[config.mk]
export PLATFORM = sky130hd
export DESIGN_NAME = sum_uart_reporter
export DESIGN_NICKNAME = d
export VERILOG_FILES = /design/src/rtl/sum_uart_reporter.sv
export SDC_FILE = /design/constraint.sdc
export NUM_CORES = 1
export LEC_CHECK = 0
export ABC_AREA = 1
export CAP_MARGIN = 20
export CORE_ASPECT_RATIO = 1.5
export CORE_UTILIZATION = 33
export CTS_CLUSTER_SIZE = 30
export DETAILED_ROUTE_END_ITERATION = 16
export PLACE_DENSITY = 0.52
export SLEW_MARGIN = 20
export SYNTH_ARGS = -nofsm -noshare
export SYNTH_HDL_FRONTEND = slang
export SYNTH_SLANG_ARGS = --single-unit
[constraint.sdc]
create_clock -name clk -period 4.51 [get_ports clk]
set_input_delay 1.1275 -clock clk [delete_from_list [all_inputs] [get_ports clk]]
set_output_delay 1.1275 -clock clk [all_outputs]
set_load 0.01 [all_outputs]
[src/rtl/sum_uart_reporter.sv]
// Operand latch + registered adder + 8N1 UART reporter of a sum snapshot.
// Define SUM_ASCII_HEX_EN to send uppercase ASCII hex digits plus CR/LF instead of raw bytes.
module sum_uart_reporter #(
  parameter int DATA_W       = 4,
  parameter int CLKS_PER_BIT = 434
) (
  input  logic              clk,
  input  logic              reset_n,
  input  logic              save_a_n,
  input  logic              save_b_n,
  input  logic [DATA_W-1:0] data_input,
  input  logic              uart_tx_en,
  output logic [DATA_W:0]   sum,
  output logic              uart_txd,
  output logic              uart_tx_busy
);

  localparam int SUM_W = DATA_W + 1;
`ifdef SUM_ASCII_HEX_EN
  localparam int ND     = (SUM_W + 3) / 4;
  localparam int NBYTES = ND + 2;
`else
  localparam int NBYTES = (SUM_W + 7) / 8;
`endif
  localparam int BI_W  = (NBYTES > 1) ? $clog2(NBYTES) : 1;
  localparam int TMR_W = $clog2(CLKS_PER_BIT);

  typedef enum logic [2:0] {S_IDLE, S_START, S_DATA, S_STOP, S_NEXT} state_t;

  // [0],[1] synchroniser stages, [2] edge-detect history
  logic [2:0] sa_sync, sb_sync, en_sync;
  logic       fall_a, fall_b, rise_en;

  always_ff @(posedge clk or negedge reset_n) begin
    if (!reset_n) begin
      sa_sync <= 3'b111;
      sb_sync <= 3'b111;
      en_sync <= 3'b000;
    end else begin
      sa_sync <= {sa_sync[1:0], save_a_n};
      sb_sync <= {sb_sync[1:0], save_b_n};
      en_sync <= {en_sync[1:0], uart_tx_en};
    end
  end

  assign fall_a  = sa_sync[2] & ~sa_sync[1];
  assign fall_b  = sb_sync[2] & ~sb_sync[1];
  assign rise_en = en_sync[1] & ~en_sync[2];

  logic [DATA_W-1:0] op_a, op_b;

  always_ff @(posedge clk or negedge reset_n) begin
    if (!reset_n) begin
      op_a <= '0;
      op_b <= '0;
      sum  <= '0;
    end else begin
      if (fall_a) op_a <= data_input;
      if (fall_b) op_b <= data_input;
      sum <= SUM_W'(op_a) + SUM_W'(op_b);
    end
  end

  state_t           state, state_nxt;
  logic [TMR_W-1:0] tmr;
  logic [2:0]       bit_idx, bit_nxt;
  logic [BI_W-1:0]  byte_idx;
  logic [SUM_W-1:0] snap;
  logic [7:0]       cur_byte;
  logic             tmr_done, last_byte, txd_d;

  assign tmr_done  = (tmr == TMR_W'(CLKS_PER_BIT - 1));
  assign last_byte = (byte_idx == BI_W'(NBYTES - 1));

`ifdef SUM_ASCII_HEX_EN
  function automatic logic [7:0] hex_char(input logic [3:0] n);
    return (n < 4'd10) ? 8'h30 + {4'h0, n} : 8'h37 + {4'h0, n};
  endfunction

  logic [ND*4-1:0] snap_hex;
  assign snap_hex = (ND*4)'(snap);

  always_comb begin
    cur_byte = 8'h00;
    for (int k = 0; k < ND; k++)
      if (byte_idx == BI_W'(k)) cur_byte = hex_char(snap_hex[(ND-1-k)*4 +: 4]);
    if (byte_idx == BI_W'(ND))     cur_byte = 8'h0D;
    if (byte_idx == BI_W'(ND + 1)) cur_byte = 8'h0A;
  end
`else
  logic [NBYTES*8-1:0] snap_ext;
  assign snap_ext = (NBYTES*8)'(snap);

  // Most-significant byte goes out first
  always_comb begin
    cur_byte = 8'h00;
    for (int k = 0; k < NBYTES; k++)
      if (byte_idx == BI_W'(k)) cur_byte = snap_ext[(NBYTES-1-k)*8 +: 8];
  end
`endif

  always_ff @(posedge clk or negedge reset_n) begin
    if (!reset_n) state <= S_IDLE;
    else          state <= state_nxt;
  end

  always_comb begin
    state_nxt = state;
    case (state)
      S_IDLE:  if (rise_en) state_nxt = S_START;
      S_START: if (tmr_done) state_nxt = S_DATA;
      S_DATA:  if (tmr_done && bit_idx == 3'd7) state_nxt = S_STOP;
      S_STOP:  if (tmr_done) state_nxt = S_NEXT;
      S_NEXT:  state_nxt = last_byte ? S_IDLE : S_START;
      default: state_nxt = S_IDLE;
    endcase
  end

  // txd is precomputed for the state being entered so the pin register
  // switches exactly on bit boundaries.
  always_comb begin
    bit_nxt = 3'd0;
    if (state == S_DATA) bit_nxt = tmr_done ? bit_idx + 3'd1 : bit_idx;
    case (state_nxt)
      S_START: txd_d = 1'b0;
      S_DATA:  txd_d = cur_byte[bit_nxt];
      default: txd_d = 1'b1;
    endcase
    uart_tx_busy = (state != S_IDLE);
  end

  always_ff @(posedge clk or negedge reset_n) begin
    if (!reset_n) begin
      tmr      <= '0;
      bit_idx  <= '0;
      byte_idx <= '0;
      snap     <= '0;
      uart_txd <= 1'b1;
    end else begin
      uart_txd <= txd_d;
      if (state_nxt != state || tmr_done)
        tmr <= '0;
      else if (state == S_START || state == S_DATA || state == S_STOP)
        tmr <= tmr + 1'b1;
      if (state != S_DATA)  bit_idx <= '0;
      else if (tmr_done)    bit_idx <= bit_idx + 3'd1;
      if (state == S_IDLE)      byte_idx <= '0;
      else if (state == S_NEXT) byte_idx <= byte_idx + 1'b1;
      if (state == S_IDLE && rise_en) snap <= sum;
    end
  end

endmodule

==> metrics.txt <==
# TYPE chip_impl_metric gauge
chip_impl_info{name="combinational_family_with_the_most_area_after_synthesis",value="simple AND/OR/NAND/NOR gates"} 1
chip_impl_info{name="hp-class",value="flop to flop"} 1
chip_impl_metric{name="achievable-frequency",unit="MHz"} 334
chip_impl_metric{name="synthesized_area_fraction_occupied_by_ao_oa_aoi_and_oai_cells",unit="%"} 5.71
chip_impl_info{name="setup.worst_path.class",value="flop to output pin"} 1
chip_impl_metric{name="number_of_antenna_violations_at_the_first_check_in_global_routing",unit=""} 0
chip_impl_metric{name="place.detailed.instances",unit=""} 283
chip_impl_metric{name="post_synth_adder_cell_area",unit="%"} 5.96
chip_impl_metric{name="layout_worst_path_cycle_share",unit="%"} 66.4
chip_impl_metric{name="gp_congestion",unit=""} 0.797
chip_impl_metric{name="drv.max_cap_violation_count",unit=""} 0
chip_impl_info{name="synth_area_leaders",value="sky130_fd_sc_hd__dfrtp_1, sky130_fd_sc_hd__dfstp_2, sky130_fd_sc_hd__nand2_1"} 1
chip_impl_info{name="run_status",value="finished clean"} 1
chip_impl_metric{name="post_synthesis_share_of_cell_area_spent_on_xor_and_xnor_gates",unit="%"} 3.48
chip_impl_metric{name="area.growth.synth_to_final",unit="%"} 15.3
chip_impl_metric{name="nNetsFinal",unit=""} 236
chip_impl_metric{name="syn_area_per_cell",unit="µm²"} 10.2
chip_impl_metric{name="post_synth_mux_area_share",unit="%"} 2.79
chip_impl_metric{name="ys.warnings.count",unit=""} 0
chip_impl_metric{name="drc",unit=""} 0
chip_impl_info{name="post-synth-top-count-cell",value="sky130_fd_sc_hd__dfrtp_1"} 1
chip_impl_metric{name="min_period",unit="ns"} 3.00
chip_impl_metric{name="clk_pin_slew_worst_paths",unit="ns"} 0.08
chip_impl_metric{name="clk_latency",unit="ns"} 0.30
chip_impl_metric{name="cts-hold-fix-buffers",unit=""} 0
chip_impl_metric{name="synth_fp_nets",unit=""} 215
chip_impl_metric{name="postCtsResizedCells",unit=""} 0
chip_impl_metric{name="n_antenna_cell",unit=""} 0
chip_impl_metric{name="synth_edf_count",unit=""} 0
chip_impl_metric{name="drt_first_pass_iters",unit=""} 4
chip_impl_metric{name="maximum_number_of_pins_on_one_net_before_global_route_repair",unit=""} 45
chip_impl_metric{name="all_layer_gr_usage",unit="%"} 12.6
chip_impl_metric{name="synth_sequential_area_ratio",unit="%"} 55.1
chip_impl_metric{name="via_count_of_the_first_global_routing_pass",unit=""} 1384
chip_impl_info{name="setup.worst_path.end_class",value="output pin"} 1
chip_impl_metric{name="post_synth_and_or_nand_nor_area_fraction",unit="%"} 20.7
chip_impl_metric{name="post_route_cells_drive_above_1_share",unit="%"} 20.1
chip_impl_metric{name="synth.top_cell.area_share",unit="%"} 45.9
chip_impl_metric{name="wl",unit="µm"} 3320
chip_impl_metric{name="clock_skew",unit="ns"} 0.0157
chip_impl_metric{name="p_total",unit="mW"} 0.999
chip_impl_metric{name="die_area",unit="mm²"} 0.00643
chip_impl_metric{name="area_of_the_multi_input_gates",unit="µm²"} 779
chip_impl_metric{name="die_height",unit="µm"} 97.7
chip_impl_metric{name="post-route-util",unit="%"} 39.9
chip_impl_metric{name="fillerInstances",unit=""} 564
chip_impl_metric{name="timing.max_slew.rel_slack",unit="%"} 35.1
chip_impl_metric{name="timing.critical_path.slowest_cell_delay",unit="ns"} 0.53
chip_impl_metric{name="rows",unit=""} 34
chip_impl_metric{name="wire_per_inst",unit="µm"} 11.4
chip_impl_metric{name="gr-total-overflow",unit=""} 0
chip_impl_metric{name="cp_data_required_time",unit="ns"} 3.38
chip_impl_metric{name="syn_inst",unit=""} 197
chip_impl_metric{name="power_per_unit_of_standard_cell_area",unit="mW/mm²"} 430
chip_impl_metric{name="cts-buffers-inserted",unit=""} 5
chip_impl_info{name="rsz0062_at_grt",value="no"} 1
chip_impl_metric{name="io_pins",unit=""} 16
chip_impl_metric{name="hold_slack",unit="ns"} 0.354
chip_impl_info{name="yosys-top-cells-count",value="sky130_fd_sc_hd__dfrtp_1, sky130_fd_sc_hd__nand2_1, sky130_fd_sc_hd__inv_1, sky130_fd_sc_hd__nand3_1, sky130_fd_sc_hd__o21ai_0"} 1
chip_impl_metric{name="regArea",unit="mm²"} 0.00111
chip_impl_metric{name="register_to_register_setup_slack",unit="ns"} 2.22
chip_impl_metric{name="worst_ep_arrival_time",unit="ns"} 1.87
chip_impl_metric{name="post-cts-setup-buffers",unit=""} 0
chip_impl_metric{name="synth_async_sr_flop_share",unit="%"} 100
chip_impl_metric{name="worstPathBufferInverterCount",unit=""} 1
chip_impl_metric{name="die-width",unit="µm"} 65.8
chip_impl_info{name="critical_path.cell_chain",value="nor2_1 -> nand2_1 -> clkdlybuf4s50_1"} 1
chip_impl_metric{name="number_of_distinct_library_cells_after_synthesis",unit=""} 28
chip_impl_info{name="synthDominantAreaCellType",value="sky130_fd_sc_hd__dfrtp_1"} 1
chip_impl_metric{name="drt_first_iter_violations",unit=""} 62
chip_impl_info{name="timing.critical_path.slowest_stage_cell",value="sky130_fd_sc_hd__nor2_1"} 1
chip_impl_metric{name="totalNegativeSetupSlack",unit="ns"} 0
chip_impl_metric{name="detailedPlacementHpwl",unit="µm"} 2420
chip_impl_metric{name="setup_viol_count_final",unit=""} 0
chip_impl_metric{name="cts_sinks",unit=""} 44
chip_impl_metric{name="ctsHtreeMaxLevel",unit=""} 2
chip_impl_metric{name="route.vias.total",unit=""} 1314
chip_impl_metric{name="vdd.ir_drop.worst",unit="mV"} 0.257
chip_impl_metric{name="leakagePower",unit="nW"} 1.09
chip_impl_metric{name="largest_driver_fanout_on_the_critical_path",unit=""} 11
chip_impl_metric{name="finalMaxSlewViolations",unit=""} 0
chip_impl_metric{name="syn-cell-area",unit="mm²"} 0.00202
chip_impl_info{name="worst_path_dominant_cell_family",value="simple AND/OR/NAND/NOR gates"} 1
chip_impl_info{name="ctsRootBufferMaster",value="sky130_fd_sc_hd__clkbuf_8"} 1
chip_impl_metric{name="core_area",unit="mm²"} 0.00583
chip_impl_metric{name="max-clock-path-buffers",unit=""} 2
chip_impl_info{name="tritoncts",value="yes"} 1
chip_impl_metric{name="io_buffer_count",unit=""} 15
chip_impl_metric{name="postRouteAntennaNets",unit=""} 0
chip_impl_metric{name="global_route_wire_length_before_repair",unit="µm"} 6110
chip_impl_info{name="postSynth.topFlopCell",value="sky130_fd_sc_hd__dfrtp_1"} 1
chip_impl_metric{name="ys_ff_latch",unit=""} 44
chip_impl_metric{name="initial_core_util",unit="%"} 34.6
chip_impl_metric{name="final-hold-violation-count",unit=""} 0
chip_impl_metric{name="avgViaCountPerCell",unit=""} 4.52
chip_impl_metric{name="tightestPinTransition",unit="ns"} 0.973
chip_impl_metric{name="layout.cells.non_filler",unit=""} 291
chip_impl_info{name="critPathLaunchType",value="flop"} 1
==> final timing paths <==
path	from	end	cells after the start
max in group asynchronous	reset_n	tmr[5]$_DFFE_PN0P_	1
min in group asynchronous	reset_n	snap[4]$_DFFE_PN0P_	1
worst max-delay path	state[0]$_DFF_PN0_	uart_tx_busy	3
worst max register to register	state[0]$_DFF_PN0_	tmr[5]$_DFFE_PN0P_	6
worst min-delay path	en_sync[0]$_DFF_PN0_	en_sync[1]$_DFF_PN0_	0
worst min register to register	en_sync[0]$_DFF_PN0_	en_sync[1]$_DFF_PN0_	0
==> layout by cell type, fill, tap and decap left out, types with 2 or more instances in the layout <==
master and count:
sky130_fd_sc_hd__xor2_1 7, sky130_fd_sc_hd__clkbuf_8 5, sky130_fd_sc_hd__nand2_1 30, sky130_fd_sc_hd__clkinv_2 2
sky130_fd_sc_hd__nor2_2 11, sky130_fd_sc_hd__nor2_4 2, sky130_fd_sc_hd__dfstp_2 7, sky130_fd_sc_hd__dfrtp_1 37
sky130_fd_sc_hd__nand2_2 2, sky130_fd_sc_hd__ha_1 8, sky130_fd_sc_hd__clkdlybuf4s50_1 14, sky130_fd_sc_hd__nor3_2 2
sky130_fd_sc_hd__nor2_1 9, sky130_fd_sc_hd__o21ai_0 13, sky130_fd_sc_hd__mux2_2 5, sky130_fd_sc_hd__nand4_1 5
sky130_fd_sc_hd__nor3_1 2, sky130_fd_sc_hd__a21oi_1 4, sky130_fd_sc_hd__inv_1 29, sky130_fd_sc_hd__nand3_1 13
==> sequential cells by signal (all words and copies together), names as in the netlist <==
register  cells
en_sync       3
sb_sync       3
op_a          4
sum           5
snap          5
uart_txd      1
state         3
byte_idx      1
bit_idx       3
sa_sync       3
op_b          4
tmr           9
==> routing by layer <==
| metal | GRT usage [%] | vias to the layer above | wire length, µm |
|---|---|---|---|
| li1 | - | 671 | - |
| met1 | 14.4 | 620 | 1440 |
| met2 | 21.6 | 17 | 1710 |
| met3 | 2.46 | 6 | 85 |
| met4 | 6.02 | 0 | 82 |
| met5 | 0 | - | 0 |
==> metrics by stage <==
step	setup WS, ns	area [µm²]
floorplan	2.55	2020
global placement	1.84	2240
detailed placement	1.82	2240
CTS	1.48	2320
global route	1.38	2320
finish	1.51	2320
==> where the power goes <==
group | internal (mW) | switching (mW) | total [mW]
sequential | 0.473 | 0.0546 | 0.527
clock | 0.108 | 0.132 | 0.240
combinational | 0.121 | 0.111 | 0.232
==> area by class of cell <==
class                           count  share of cell area, %
Inverter                           30                   4.84
Clock inverter                      3                  0.807
Sequential cell                    44                   47.7
Timing Repair Buffer               15                   6.24
Tap cell                           72                   3.88
Clock buffer                        5                   2.96
Multi-Input combinational cell    122                   33.5
==> cell families after synthesis <==
logic type,after synthesis
muxes,5
AOI/OAI and AO/OA,19
adders and majority gates,9
buffers and inverters,31
xor gates and xnor gates,8
and+or+nand+nor,81
DFF,44
(Power assumes the default switching activity.)
